**src/rtl/psum_collector.sv**
```systemverilog
// Collects the bottom-row partial sums of the systolic array, removes the
// per-column diagonal skew, binarizes each sum and queues complete rows.
module psum_collector #(
    parameter int COLS  = 8,
    parameter int DEPTH = 4
) (
    input  logic                 clk,
    input  logic                 rst,
    input  logic [COLS-1:0]      partialsum_in_valid,
    input  logic [16*COLS-1:0]   partialsum_in,
    input  logic                 clear_flags,
    output logic                 out_valid,
    input  logic                 out_ready,
    output logic [16*COLS-1:0]   out_data,
    output logic [COLS-1:0]      out_bits,
    output logic                 overflow,
    output logic                 skew_error,
    output logic [15:0]          row_count
);

    localparam int AW = $clog2(DEPTH);

    logic [16*COLS-1:0] aligned_row;
    logic [COLS-1:0]    aligned_valid;
    logic [COLS-1:0]    aligned_bits;

    // Earlier columns wait longer so that every column of a row lines up
    // with the moment the last column arrives.
    generate
        for (genvar c = 0; c < COLS; c++) begin : g_col
            if (c == COLS - 1) begin : g_pass
                assign aligned_row[16*c +: 16] = partialsum_in[16*c +: 16];
                assign aligned_valid[c]        = partialsum_in_valid[c];
            end else begin : g_dly
                localparam int LEN = COLS - 1 - c;
                logic [15:0]    dly_data [LEN];
                logic [LEN-1:0] dly_valid;

                always_ff @(posedge clk) begin
                    dly_data[0] <= partialsum_in[16*c +: 16];
                    for (int k = 1; k < LEN; k++) begin
                        dly_data[k] <= dly_data[k-1];
                    end
                    if (rst) begin
                        dly_valid <= '0;
                    end else begin
                        dly_valid[0] <= partialsum_in_valid[c];
                        for (int k = 1; k < LEN; k++) begin
                            dly_valid[k] <= dly_valid[k-1];
                        end
                    end
                end

                assign aligned_row[16*c +: 16] = dly_data[LEN-1];
                assign aligned_valid[c]        = dly_valid[LEN-1];
            end
        end
    endgenerate

    // Both signed zeros count as non-negative activations.
    always_comb begin
        aligned_bits = '0;
        for (int c = 0; c < COLS; c++) begin
            aligned_bits[c] = ~aligned_row[16*c+15] | (aligned_row[16*c +: 15] == 15'd0);
        end
    end

    logic complete;
    logic mixed;
    logic full;
    logic pop;
    logic push;

    logic [16*COLS-1:0] mem_data [DEPTH];
    logic [COLS-1:0]    mem_bits [DEPTH];
    logic [AW-1:0]      wr_ptr;
    logic [AW-1:0]      rd_ptr;
    logic [AW:0]        count;

    assign complete  = ~rst & (&aligned_valid);
    assign mixed     = ~rst & (|aligned_valid) & ~(&aligned_valid);
    assign full      = (count == (AW+1)'(DEPTH));
    assign out_valid = (count != '0);
    assign pop       = out_valid & out_ready;
    assign push      = complete & (~full | pop);

    assign out_data = out_valid ? mem_data[rd_ptr] : '0;
    assign out_bits = out_valid ? mem_bits[rd_ptr] : '0;

    always_ff @(posedge clk) begin
        if (push) begin
            mem_data[wr_ptr] <= aligned_row;
            mem_bits[wr_ptr] <= aligned_bits;
        end
    end

    // Flags are set-dominant so a clear never hides an event in the same cycle.
    always_ff @(posedge clk) begin
        if (rst) begin
            wr_ptr     <= '0;
            rd_ptr     <= '0;
            count      <= '0;
            overflow   <= 1'b0;
            skew_error <= 1'b0;
            row_count  <= '0;
        end else begin
            if (push) begin
                wr_ptr    <= wr_ptr + AW'(1);
                row_count <= row_count + 16'd1;
            end
            if (pop) begin
                rd_ptr <= rd_ptr + AW'(1);
            end
            if (push && !pop) begin
                count <= count + (AW+1)'(1);
            end else if (pop && !push) begin
                count <= count - (AW+1)'(1);
            end
            overflow   <= (overflow & ~clear_flags) | (complete & full & ~pop);
            skew_error <= (skew_error & ~clear_flags) | mixed;
        end
    end

endmodule

```
**config.mk**
```make
export PLATFORM = sky130hd
export DESIGN_NAME = psum_collector
export DESIGN_NICKNAME = d
export VERILOG_FILES = /design/src/rtl/psum_collector.sv
export SDC_FILE = /design/constraint.sdc
export NUM_CORES = 1
export LEC_CHECK = 0
export ABC_AREA = 1
export ABC_CLOCK_PERIOD_IN_PS = 10200
export BUFFER_PORTS_ARGS = -buffer_cell sky130_fd_sc_hd__buf_2
export CORE_MARGIN = 2
export CORE_UTILIZATION = 60
export CTS_BUF_LIST = sky130_fd_sc_hd__clkbuf_8
export DETAILED_ROUTE_END_ITERATION = 8
export PLACE_DENSITY = 0.81
export SYNTH_ARGS = -nofsm -noshare
export SYNTH_HDL_FRONTEND = slang
export SYNTH_SLANG_ARGS = --single-unit
export TNS_END_PERCENT = 100
```
**constraint.sdc**
```tcl
create_clock -name clk -period 10.2 [get_ports clk]
set_input_delay 2.04 -clock clk [delete_from_list [all_inputs] [get_ports clk]]
set_output_delay 2.04 -clock clk [all_outputs]
set_load 0.005 [all_outputs]
```
# [Word level (Yosys, flattened, before mapping)]
# Memory sizes are Yosys's and may differ from the RTL's. A register that Yosys moved wholly into a read port is not among the register bits.
# Index checks and enable logic that the tools add are counted.
[op_classes] addsub=5 n_mul=0 n_div=0 magnitude_cmp=0 eq_ne=1 shifts=0 mux=10 bitwise_logic=33 n_reduce_logical=16
[op_table] cell="two-way mux 128 bit" n=1
[op_table] cell="zero test 15 bit" n=8
[op_table] cell="adder 16 x 1 -> 16 bit (second input constant)" n=1
[op_table] cell="NOT 1 bit" n=13
[op_table] cell="OR 1 bit" n=11
[op_table] cell="AND 1 bit" n=9
[op_table] cell="two-way mux 2 bit" n=4
[op_table] cell="two-way mux 8 bit" n=1
[op_table] cell="AND reduction 8 bit" n=1
[op_table] cell="OR reduction 8 bit" n=1
[op_table] cell="two-way mux 3 bit" n=2
[op_table] cell="adder 2 x 1 -> 2 bit (second input constant)" n=2
[op_table] cell="adder 3 x 1 -> 3 bit (second input constant)" n=1
[op_table] cell="== test 3 bit (second input constant)" n=1
[op_table] cell="nonzero test 3 bit" n=1
[op_table] cell="subtractor 3 x 1 -> 3 bit (second input constant)" n=1
[op_table] cell="logical AND 1 bit" n=2
[op_table] cell="zero test 1 bit" n=2
[op_table] cell="two-way mux 1 bit" n=2
[op_table] cell="nonzero test 2 bit" n=1
[totals] reg_bits=53 latchBits=0 ram_bits=992 rom_bits=0 inputBits=140 output_inout_bits=155 memories=9
[mem_list] name="mem_data" depth=4 width=128 rd=1 rd_ports_with_merged_regs=1 write_ports=1 line_no="74" source="logic [16*COLS-1:0] mem_data [DEPTH];"
[mem_list] name="g_col[0].g_dly.dly_data" depth=7 width=16 rd=7 rd_ports_with_merged_regs=0 write_ports=7 line_no="36" source="logic [15:0] dly_data [LEN];"
[mem_list] name="g_col[1].g_dly.dly_data" depth=6 width=16 rd=6 rd_ports_with_merged_regs=0 write_ports=6 line_no="36"
[mem_list] name="g_col[2].g_dly.dly_data" depth=5 width=16 rd=5 rd_ports_with_merged_regs=0 write_ports=5 line_no="36"
[mem_list] name="g_col[3].g_dly.dly_data" depth=4 width=16 rd=4 rd_ports_with_merged_regs=0 write_ports=4 line_no="36"
[mem_list] name="g_col[4].g_dly.dly_data" depth=3 width=16 rd=3 rd_ports_with_merged_regs=0 write_ports=3 line_no="36"
[mem_list] name="3 more memories"

# [Longest topological paths before layout]
# Gate-level depths: netlist (run 1).
[logic_depth] word_depth=8 depth_mapped=14 mapped_depth_nobuf=13

# [Worst setup path before layout (run 1)]
# No wires, ideal clock.
[synth_path] path_kind="input-to-reg" start="in partialsum_in_valid[7]" end="mem mem_bits[0][0], enable pin" setup_ns=0.633 arrival_time_ns=8.254 required_ns=9.567 slack_ns=1.313 cell_stages=6 path_cell_list="nand2_1 -> nor2_2 -> nand2_1 -> nor2_2 -> inv_1 -> nor2_1"
[synth_via] elab_chain_cells=5
[synth_lines] item="from (decl)" line_no="9" source="input logic [COLS-1:0] partialsum_in_valid,"
[synth_lines] item="AND reduction 8 bit" line_no="80" source="assign complete = ~rst & (&aligned_valid);"
[synth_lines] item="AND 1 bit" line_no="80"
[synth_lines] item="AND 1 bit" line_no="85" source="assign push = complete & (~full | pop);"
[synth_lines] item="two-way mux 1 bit" line_no="91" source="if (push) begin"
[synth_lines] item="two-way mux 1 bit (implied by the code)" line_no="93" source="mem_bits[wr_ptr] <= aligned_bits;"
[synth_lines] item="to (decl)" line_no="75" source="logic [COLS-1:0] mem_bits [DEPTH];"
# No other way between the ends.

==> results of run 1 <==
==> per-layer routing <==
metal	vias up	routed length (um)	global-route usage (%)
met2	777	31900	38.6
met3	151	4670	5.34
met4	0	2140	10.8
met1	9239	25400	28.5
li1	9023	-	-
met5	-	0	0
==> worst max-delay path, stage by stage, from the launching register on <==
cell and delay (ps):
dfxtp_4 470, inv_6 800, buf_4 920, o21ai_0 280
a21oi_1 290, buf_2 170
==> registers in the layout, indices dropped and copies added (netlist names), 2 cells and up, named ones only <==
signal                 count
mem_data                 512
g_col.g_dly.dly_data     448
mem_bits                  32
g_col.g_dly.dly_valid     28
row_count                 16
count                      3
rd_ptr                     2
wr_ptr                     2
==> metrics by stage <==
step                      hold WS, ps  utilization [%]  total power (uW)  setup slack (ps)  instances
after CTS                         308             69.8              9130              4210       3587
after global placement            310             64.2              5950              4080       3308
after detailed placement          312             64.2              5990              3920       3308
after global routing              312             69.8              9430              3990       3588
after floorplan                   310                -              5390              1310       2415
final                             304             69.8              9050              4330       3589
==> power by group through the flow <==
stage / sequential [uW] / clock [uW] / combinational (uW)
after global routing: 4610 / 3400 / 1410
final: 4600 / 3150 / 1290
after detailed placement: 4690 / 0 / 1290
after CTS: 4600 / 3220 / 1300
after floorplan: 4650 / 0 / 736
after global placement: 4680 / 0 / 1260
==> kinds of logic (layout without fill, tap and decap cells) <==
group | after synthesis | in the layout
flops | 1047 | 1047
simple gates | 747 | 747
compound gates | 439 | 439
buf+inv | 174 | 650
fa+ha+maj | 7 | 7
xor+xnor | 1 | 1
other cells | 0 | 2
==> area by class of cell <==
type                            count  area share, %
Sequential cell                  1047           70.6
Multi-Input combinational cell   1194           14.1
Clock buffer                      177           6.51
Timing Repair Buffer              309           4.27
Tap cell                          696           2.33
Clock inverter                    102           1.47
Inverter                           62          0.642
Antenna cell                        2         0.0134
==> final timing paths <==
kind,depth (start not counted),endpoint
max,5,out_data[88]
min,0,g_col[0].g_dly.dly_data[6][6]
max reg2reg,8,mem_data[2][46]
min reg2reg,0,g_col[0].g_dly.dly_data[6][6]
==> layout by cell type, fill, tap and decap left out <==
cell and count:
a21oi_1 157, buf_12 1, buf_2 294, buf_4 14
bufinv_16 1, clkbuf_8 177, clkinv_1 4, clkinv_2 10
clkinv_8 4, clkinvlp_4 5, dfxtp_1 501, dfxtp_4 2
diode_2 2, edfxtp_1 544, fa_1 1, ha_1 6
inv_1 131, inv_12 2, inv_4 1, inv_6 3
inv_8 3, nand2_1 62, nand3_1 15, nand4_1 15
nor2_1 610, nor2_2 6, nor2_4 5, nor3_1 10
nor4_1 24, o21ai_0 201, o21ai_1 81, xnor2_1 1
==> metrics.cfg, run 1 <==
[outcome]
outcome=completed

[power]
sw_frac_of_total_pct=27.4
power_frac_clock_pct=34.8
p_per_area_nw_per_um2=242
comb_power_share_pct=14.3
ir_drop_uv=201
p_int_uw=6570
p_leak_uw=0.0145
switchingPower_uw=2480
p_seq_share_pct=50.9

[synth]
synth-simple-area-share_pct=9.09
synth_area_leader_cell=edfxtp_1
synth_fa_ha_area_share_pct=0.293
synth_seq_cells=1047
synthArstFlopShare_pct=0
yosysWarnings=0
yosys-top-cells-area=edfxtp_1 50%, dfxtp_1 31%, nor2_1 7.1%, o21ai_0 3.1%, a21oi_1 2.4%
synth_edf_count=544
yosysMostFrequentCell=nor2_1
ys_seq_area_share_pct=81.5
syn_nets=2562
synthFlopType=edfxtp_1
netlist_area_um2=32400
synthXorXnorAreaFrac_pct=0.0270
synthTopCellsByCount=615 x nor2_1, 544 x edfxtp_1, 503 x dfxtp_1, 201 x o21ai_0, 157 x a21oi_1
syn_avg_cell_area_um2=13.4
synth_compound_area_share_pct=6.78
ys_types=23
synthCells=2415
synth_top_family_by_area=simple AND/OR/NAND/NOR gates
muxShareOfSynthArea_pct=0
yosys.area.top_type_share_pct=50.4

[floorplan]
placement_rows=85
start_util_pct=60.5
ios=295
die_area_um2=55900
die_h_um=236
die_w_um=236
design.core.area_um2=53600

[timing]
max_freq_ghz=0.170
slew-limit-headroom_pct=16.4
min_period_over_period_pct=57.6
rsz0062_at_grt=false
hold_violations=0
worst_pin_slew_ps=1250
fin_skew_ps=40.8
finalMaxSlewViolations=0
setup_tns_ps=0
period_needed_ps=5870
setup_viol=0

[grt]
grt_max_degree=237
grtUsageTotal_pct=23.0
grt_pass1_wl_um=99100
antenna_found_initial=1
grt_pass1_vias=18937
gr-total-overflow=0

[placement]
place_area_um2=34400
gp_congestion=0.802
place_hpwl_um=36400
io_buffers=294

[clock_tree]
cts_setup_buffers=0
cts.sinks=1047
cts_resized=0
cts_buffer_depth=3
cts_root_buf=clkbuf_8
insertion_delay_ps=800
hold_buffers=0
cts_tree=done
numCtsBuffers=152
path_clk_slew_ps=60
h-tree-depth=4

[cells_and_area]
syn_to_final_growth_pct=15.4
seqCellArea_um2=26400
fin_nets=2913
postLayoutCellArea_um2=37400
fillers=3500
multi_input_area_um2=5290
layout-drive-gt1-share_pct=18.3

[worst_setup_path]
critPathMaxFanout=167
critPathLaunchType=flop
r2r-start=count[2]
crit_required_ps=8160
reg2reg_slack_ps=6210
critPathKind=flop to output pin
endpoint_kind=output pin
arrival_ps=3830

[hold_path]
worstHoldPathType=flop to flop
hp-start=g_col[0].g_dly.dly_data[5][6]

[route]
first_iter_violations=1682
wirelength_um=64100
drt-pass1-iter-count=5
dr_total_vias=19190
drc=0
wire_per_inst_um=17.9
viasPerCell=5.35
final_antenna_net_count=0

[flow_run]
maxCapViolCount=0

Power figures use the tool's default switching activity.
==> run 2, diff against run 1 <==
ABC_AREA = 0   (was 1)
ABC_CLOCK_PERIOD_IN_PS = 4890   (was 10200)
CORE_UTILIZATION = 55   (was 60)
PLACE_DENSITY = 0.79   (was 0.81)
clock period = 4.89 ns   (was 10.2 ns; I/O delays follow)
==> run 2 against run 1 <==
Against the previous run: synthesized cell count shrank 35%; global-route usage shrank 3.7 points; non-clock buffer count grew 11; register-to-register slack lost 4000 ps; critical endpoint is now out_bits[3]; largest power group unchanged.
==> metrics.cfg, run 2 <==
[synth]
ys_seq_area_share_pct=83.1
synthTopCellsByCount=544 x edfxtp_1, 503 x dfxtp_1, 140 x and2_1, 136 x mux4_2, 30 x clkbuf_1
synth_edf_count=544
yosysMostFrequentCell=edfxtp_1
netlist_area_um2=31800
synth_area_leader_cell=edfxtp_1
syn_avg_cell_area_um2=20.3
syn_nets=1708
synthCells=1561
yosys-top-cells-area=edfxtp_1 51%, dfxtp_1 32%, mux4_2 9.6%, and2_1 2.8%, nor2b_1 0.57%
synthFlopType=edfxtp_1
ys_types=36
synthArstFlopShare_pct=0
yosys.area.top_type_share_pct=51.4
synth_seq_cells=1047
yosysWarnings=0

[worst_setup_path]
crit_required_ps=3910
critPathMaxFanout=34
r2r-start=count[0]
arrival_ps=3040
critPathLaunchType=flop
endpoint_kind=output pin
critPathKind=flop to output pin

[placement]
placed_cells=2593
gp_congestion=0.765
dpl_worst_slack_ps=1540
place_hpwl_um=34400
io_buffers=294

[cells_and_area]
fillers=3737
largest_register_ffs=512
instances_no_fill=2883
final_cell_mix=544 x edfxtp_1, 501 x dfxtp_1, 294 x buf_2
syn_to_final_growth_pct=17.9
layout-drive-gt1-share_pct=32.4
final_common_cell=edfxtp_1
post-route-util_pct=65.3
top_regs=mem_data x512, g_col.g_dly.dly_data x448, mem_bits x32
regMostFlops=mem_data
fin_nets=2130

[floorplan]
design.core.area_um2=57400
ios=295
die_area_um2=59700
start_util_pct=55.4
placement_rows=88
die_w_um=244
die_h_um=244

[route]
first_iter_violations=1017
wirelength_um=56200
dr_total_vias=14781
drc=0
viasPerCell=5.13
final_antenna_net_count=0
wire_per_inst_um=19.5
drt-pass1-iter-count=7

[grt]
gr-total-overflow=0
gr-usage-met1_pct=24.7
busiest_layer=met2
grtUsageTotal_pct=19.3
grt_pass1_vias=15497
grt_pass1_wl_um=86000
grt_use_met3_pct=5.76
antenna_found_initial=6
grt_use_met2_pct=31.5
grt_max_degree=101

[clock_tree]
insertion_delay_ps=800
cts_resized=0
h-tree-depth=4
numCtsBuffers=153
cts_buffer_depth=3
cts.sinks=1047
path_clk_slew_ps=60
cts_tree=done
cts_setup_buffers=0
hold_buffers=0
cts_root_buf=clkbuf_8

[timing]
rsz0062_at_grt=false
setup_viol=0
hold_violations=0
setup_ws_ps=867
worst_pin_slew_ps=1060
fin_skew_ps=34.9
finalMaxSlewViolations=0
period_needed_ps=4020
min_period_over_period_pct=82.3
holdWs_ps=270
slew-limit-headroom_pct=29.2
max_freq_ghz=0.249
setup_tns_ps=0

[power]
p_per_area_nw_per_um2=436
ir_drop_uv=300
p_leak_uw=0.0139

[hold_path]
hp-start=partialsum_in[71]
worstHoldPathType=input port to flop

[flow_run]
maxCapViolCount=0

[outcome]
outcome=completed

==> run 2: changes by cell type in the layout (fill, tap and decap cells not counted), sizes merged, moves of 13 or more <==
cell,before,now
nor2,621,13
nor2b,0,29
o21ai,282,9
inv,140,74
nand2,62,13
clkinv,18,31
a21oi,157,15
and2,0,140
mux4,0,136
==> run 2: cell families (layout without fill, tap and decap cells) <==
family | after synthesis | in the layout | synth area share, %
adders and majority gates | 7 | 7 | 0.299
xor gates and xnor gates | 8 | 8 | 0.221
AOI/OAI and AO/OA | 29 | 29 | 0.496
DFF | 1047 | 1047 | 83.1
buffers and inverters | 59 | 612 | 0.788
and+or+nand+nor | 272 | 272 | 5.31
other | 0 | 4 | 0
muxes | 139 | 139 | 9.74
==> run 2: critical path, stage by stage (launching register included) <==
cell and delay (ps):
dfxtp_4 800, buf_4 490, mux4_2 610, and2_1 190, buf_2 130
==> run 2: path summary, 6_finish.rpt <==
| path | depth (start not counted) | end | slack, ps |
|---|---|---|---|
| setup / recovery | 4 | out_bits[3] | 870 |
| hold / removal | 1 | g_col[4].g_dly.dly_data[0][7] | 270 |
| setup reg to reg | 8 | count[2] | 2220 |
| hold reg to reg | 0 | g_col[0].g_dly.dly_data[6][10] | 290 |
==> run 2: metrics by stage <==
stage | power, uW | instance area (um2)
4_1_cts | 16500 | 37400
2_1_floorplan | 9700 | 31800
3_3_place_gp | 9790 | 34400
5_1_grt | 17000 | 37400
6_report | 16300 | 37500
3_5_place_dp | 9810 | 34400
==> run 2: final cells by class <==
cell class | instances | area (um2) | share of cell area, %
antenna | 4 | 10.0 | 0.0267
timing repair buffer | 320 | 1840 | 4.92
multi-input combinational | 455 | 5120 | 13.7
clock inverter | 101 | 544 | 1.45
sequential | 1047 | 26400 | 70.5
clock buffer | 185 | 2550 | 6.80
inverter | 6 | 22.5 | 0.0601
tap | 765 | 957 | 2.56
==> run 2: where the power goes <==
group	switching, uW	leakage [uW]	internal [uW]
Combinational	42.9	0.00302	48.1
Sequential	100	0.00912	9430
Clock	3210	0.00179	3500
==> run 2: metal layers <==
layer | part of all wire (%) | vias to the layer above
li1 | - | 6769
met5 | 0.091 | -
met2 | 50 | 517
met1 | 41 | 7389
met3 | 6.9 | 98
met4 | 2.0 | 8
==> run 3, diff against run 2 <==
ABC_CLOCK_PERIOD_IN_PS = 3300   (was 4890)
clock period = 3.3 ns   (was 4.89 ns; I/O delays follow)
==> run 3 against run 2 <==
Against the previous run: power up 53%; critical path depth unchanged; count of clock-buffer cells in the layout rose by 3; register-to-register slack got worse by 1400 ps; non-clock buffer count is 135 higher; sequential power up 48%; via count is 4.3% higher; critical endpoint is now out_data[55]; wire length increased by 11%; first-iteration DRC count grew 11%; sequential share of layout area fell by 3.0 points; hold slack worse by 180 ps; cell area is 4.5% higher.
==> metrics.cfg, run 3 (synthesis results as in run 2) <==
[cells_and_area]
final_cell_mix=544 x edfxtp_1, 501 x dfxtp_1, 294 x buf_2
instances_no_fill=3020
multi_input_area_um2=5120
layout-drive-gt1-share_pct=31.7
syn_to_final_growth_pct=23.2
seqCellArea_um2=26400
regMostFlops=mem_data
final_common_cell=edfxtp_1
top_regs=mem_data x512, g_col.g_dly.dly_data x448, mem_bits x32
fillers=3425
largest_register_ffs=512
fin_nets=2268

[grt]
grtUsageTotal_pct=21.2
grt_pass1_wl_um=93500
grt_pass1_vias=16366
grt_max_degree=78
gr-total-overflow=0
antenna_found_initial=1

[clock_tree]
insertion_delay_ps=790
numCtsBuffers=156
h-tree-depth=4
cts_buffer_depth=3
cts.sinks=1047
path_clk_slew_ps=70
cts_tree=done
cts_root_buf=clkbuf_8

[timing]
finalMaxSlewViolations=0
setup_ws_ps=132
worst_pin_slew_ps=839
min_period_over_period_pct=96.0
slew-limit-headroom_pct=43.6
fin_skew_ps=34.7
max_freq_ghz=0.316
holdWs_ps=91.2
rsz0062_at_grt=true
setup_tns_ps=0
setup_viol=0
period_needed_ps=3170
hold_violations=0

[worst_setup_path]
critPathMaxFanout=60
critPathKind=flop to output pin
arrival_ps=2510
path_buf_inv=2
cp_slowest_stage_delay_ps=550
critPathLaunchType=flop
endpoint_kind=output pin
crit_required_ps=2640
cp_top_family=flip-flops
cpMaxStageDelayCell=dfxtp_4
r2r_cells=8
crit_chain=buf_12 > mux4_2 > and2_1 > buf_2
cp.depth=4

[power]
p_int_uw=19800
p_leak_uw=0.0147
p_seq_share_pct=56.7
p_per_area_nw_per_um2=637
power_frac_clock_pct=42.3
sw_frac_of_total_pct=20.7
comb_power_share_pct=1.0
ir_drop_uv=743
switchingPower_uw=5150

[placement]
placed_cells=2609
dpl_worst_slack_ps=534
gp_congestion=0.777
io_buffers=294
place_hpwl_um=35400

[hold_path]
holdPathStages=2
worstHoldPathType=input port to flop

[floorplan]
placement_rows=88
ios=295
die_w_um=244
start_util_pct=55.4
die_h_um=244
die_area_um2=59700
design.core.area_um2=57400

[route]
drc=0
viasPerCell=5.10
wirelength_um=62100
drt-pass1-iter-count=7
final_antenna_net_count=0
dr_total_vias=15417
wire_per_inst_um=20.6
first_iter_violations=1130

[outcome]
outcome=completed

[flow_run]
maxCapViolCount=0

run 3: cell types whose count changed in the layout (fill, tap and decap cells not counted), moves of 2 or more:
cell,before,now
clkbuf_8,185,188
bufinv_16,0,5
bufbuf_16,0,2
inv_1,61,68
clkinv_8,1,3
buf_12,14,25
dlygate4sd3_1,0,112
clkinv_1,17,7
buf_4,12,20
inv_6,3,1
run 3: per-layer routing:
metal  vias up  wire length [um]  global-route usage (%)
met2       561             32500                    36.4
li1       7040                 -                       -
met1      7725             24600                    26.1
met4         0              1220                    7.30
met3        91              3840                    5.48
met5         -                 0                       0
run 3: worst paths after layout:
path	startpoint	to	slack (ps)
max	flop	out_data[55]	130
min	partialsum_in_valid[4]	g_col[4].g_dly.dly_valid[0]	90
max reg2reg	count[0]	count[2]	800
min reg2reg	g_col[0].g_dly.dly_data[4][14]	g_col[0].g_dly.dly_data[5][14]	300
run 3: what timing repair did:
action / in CTS / in global routing
endpoints found under the hold margin: 112 / 0
setup endpoints to repair: 107 / 5
buffers inserted: 4 / 0
gates resized for setup: 1 / 0
cloned: 2 / 1
hold buffers: 112 / 0
run 3: layout make-up:
| class | count | area share, % |
|---|---|---|
| well taps | 765 | 2.45 |
| flip-flops and latches | 1047 | 67.5 |
| clock buffers | 188 | 6.61 |
| repair buffers | 455 | 8.59 |
| clock inverters | 101 | 1.72 |
| diodes | 3 | 0.0192 |
| inverters | 6 | 0.0575 |
| multi-input cells | 455 | 13.1 |
run 3: through the flow:
step | util, % | instance area (um2) | total power, uW
final | 68.2 | 39100 | 24900
after global routing | 68.2 | 39100 | 25800
after CTS | 68.2 | 39100 | 25200
after detailed placement | 60.3 | 34600 | 14600
after global placement | 60.3 | 34600 | 14500
after floorplan | - | 31800 | 14400
run 3: power groups by stage:
stage	Combinational, uW	Clock, uW	Sequential [uW]
floorplan	29.6	0	14300
global placement	132	0	14400
detailed placement	140	0	14400
CTS	245	10800	14100
global route	272	11400	14200
finish	252	10600	14100
run 3: worst register-to-register path: stages (launching register included):
cell	delay, ps
dfxtp_1	450
nor4b_2	150
nor4_1	460
ha_1	270
inv_1	70
fa_1	390
xor2_1	180
or3_1	300
a21oi_1	150
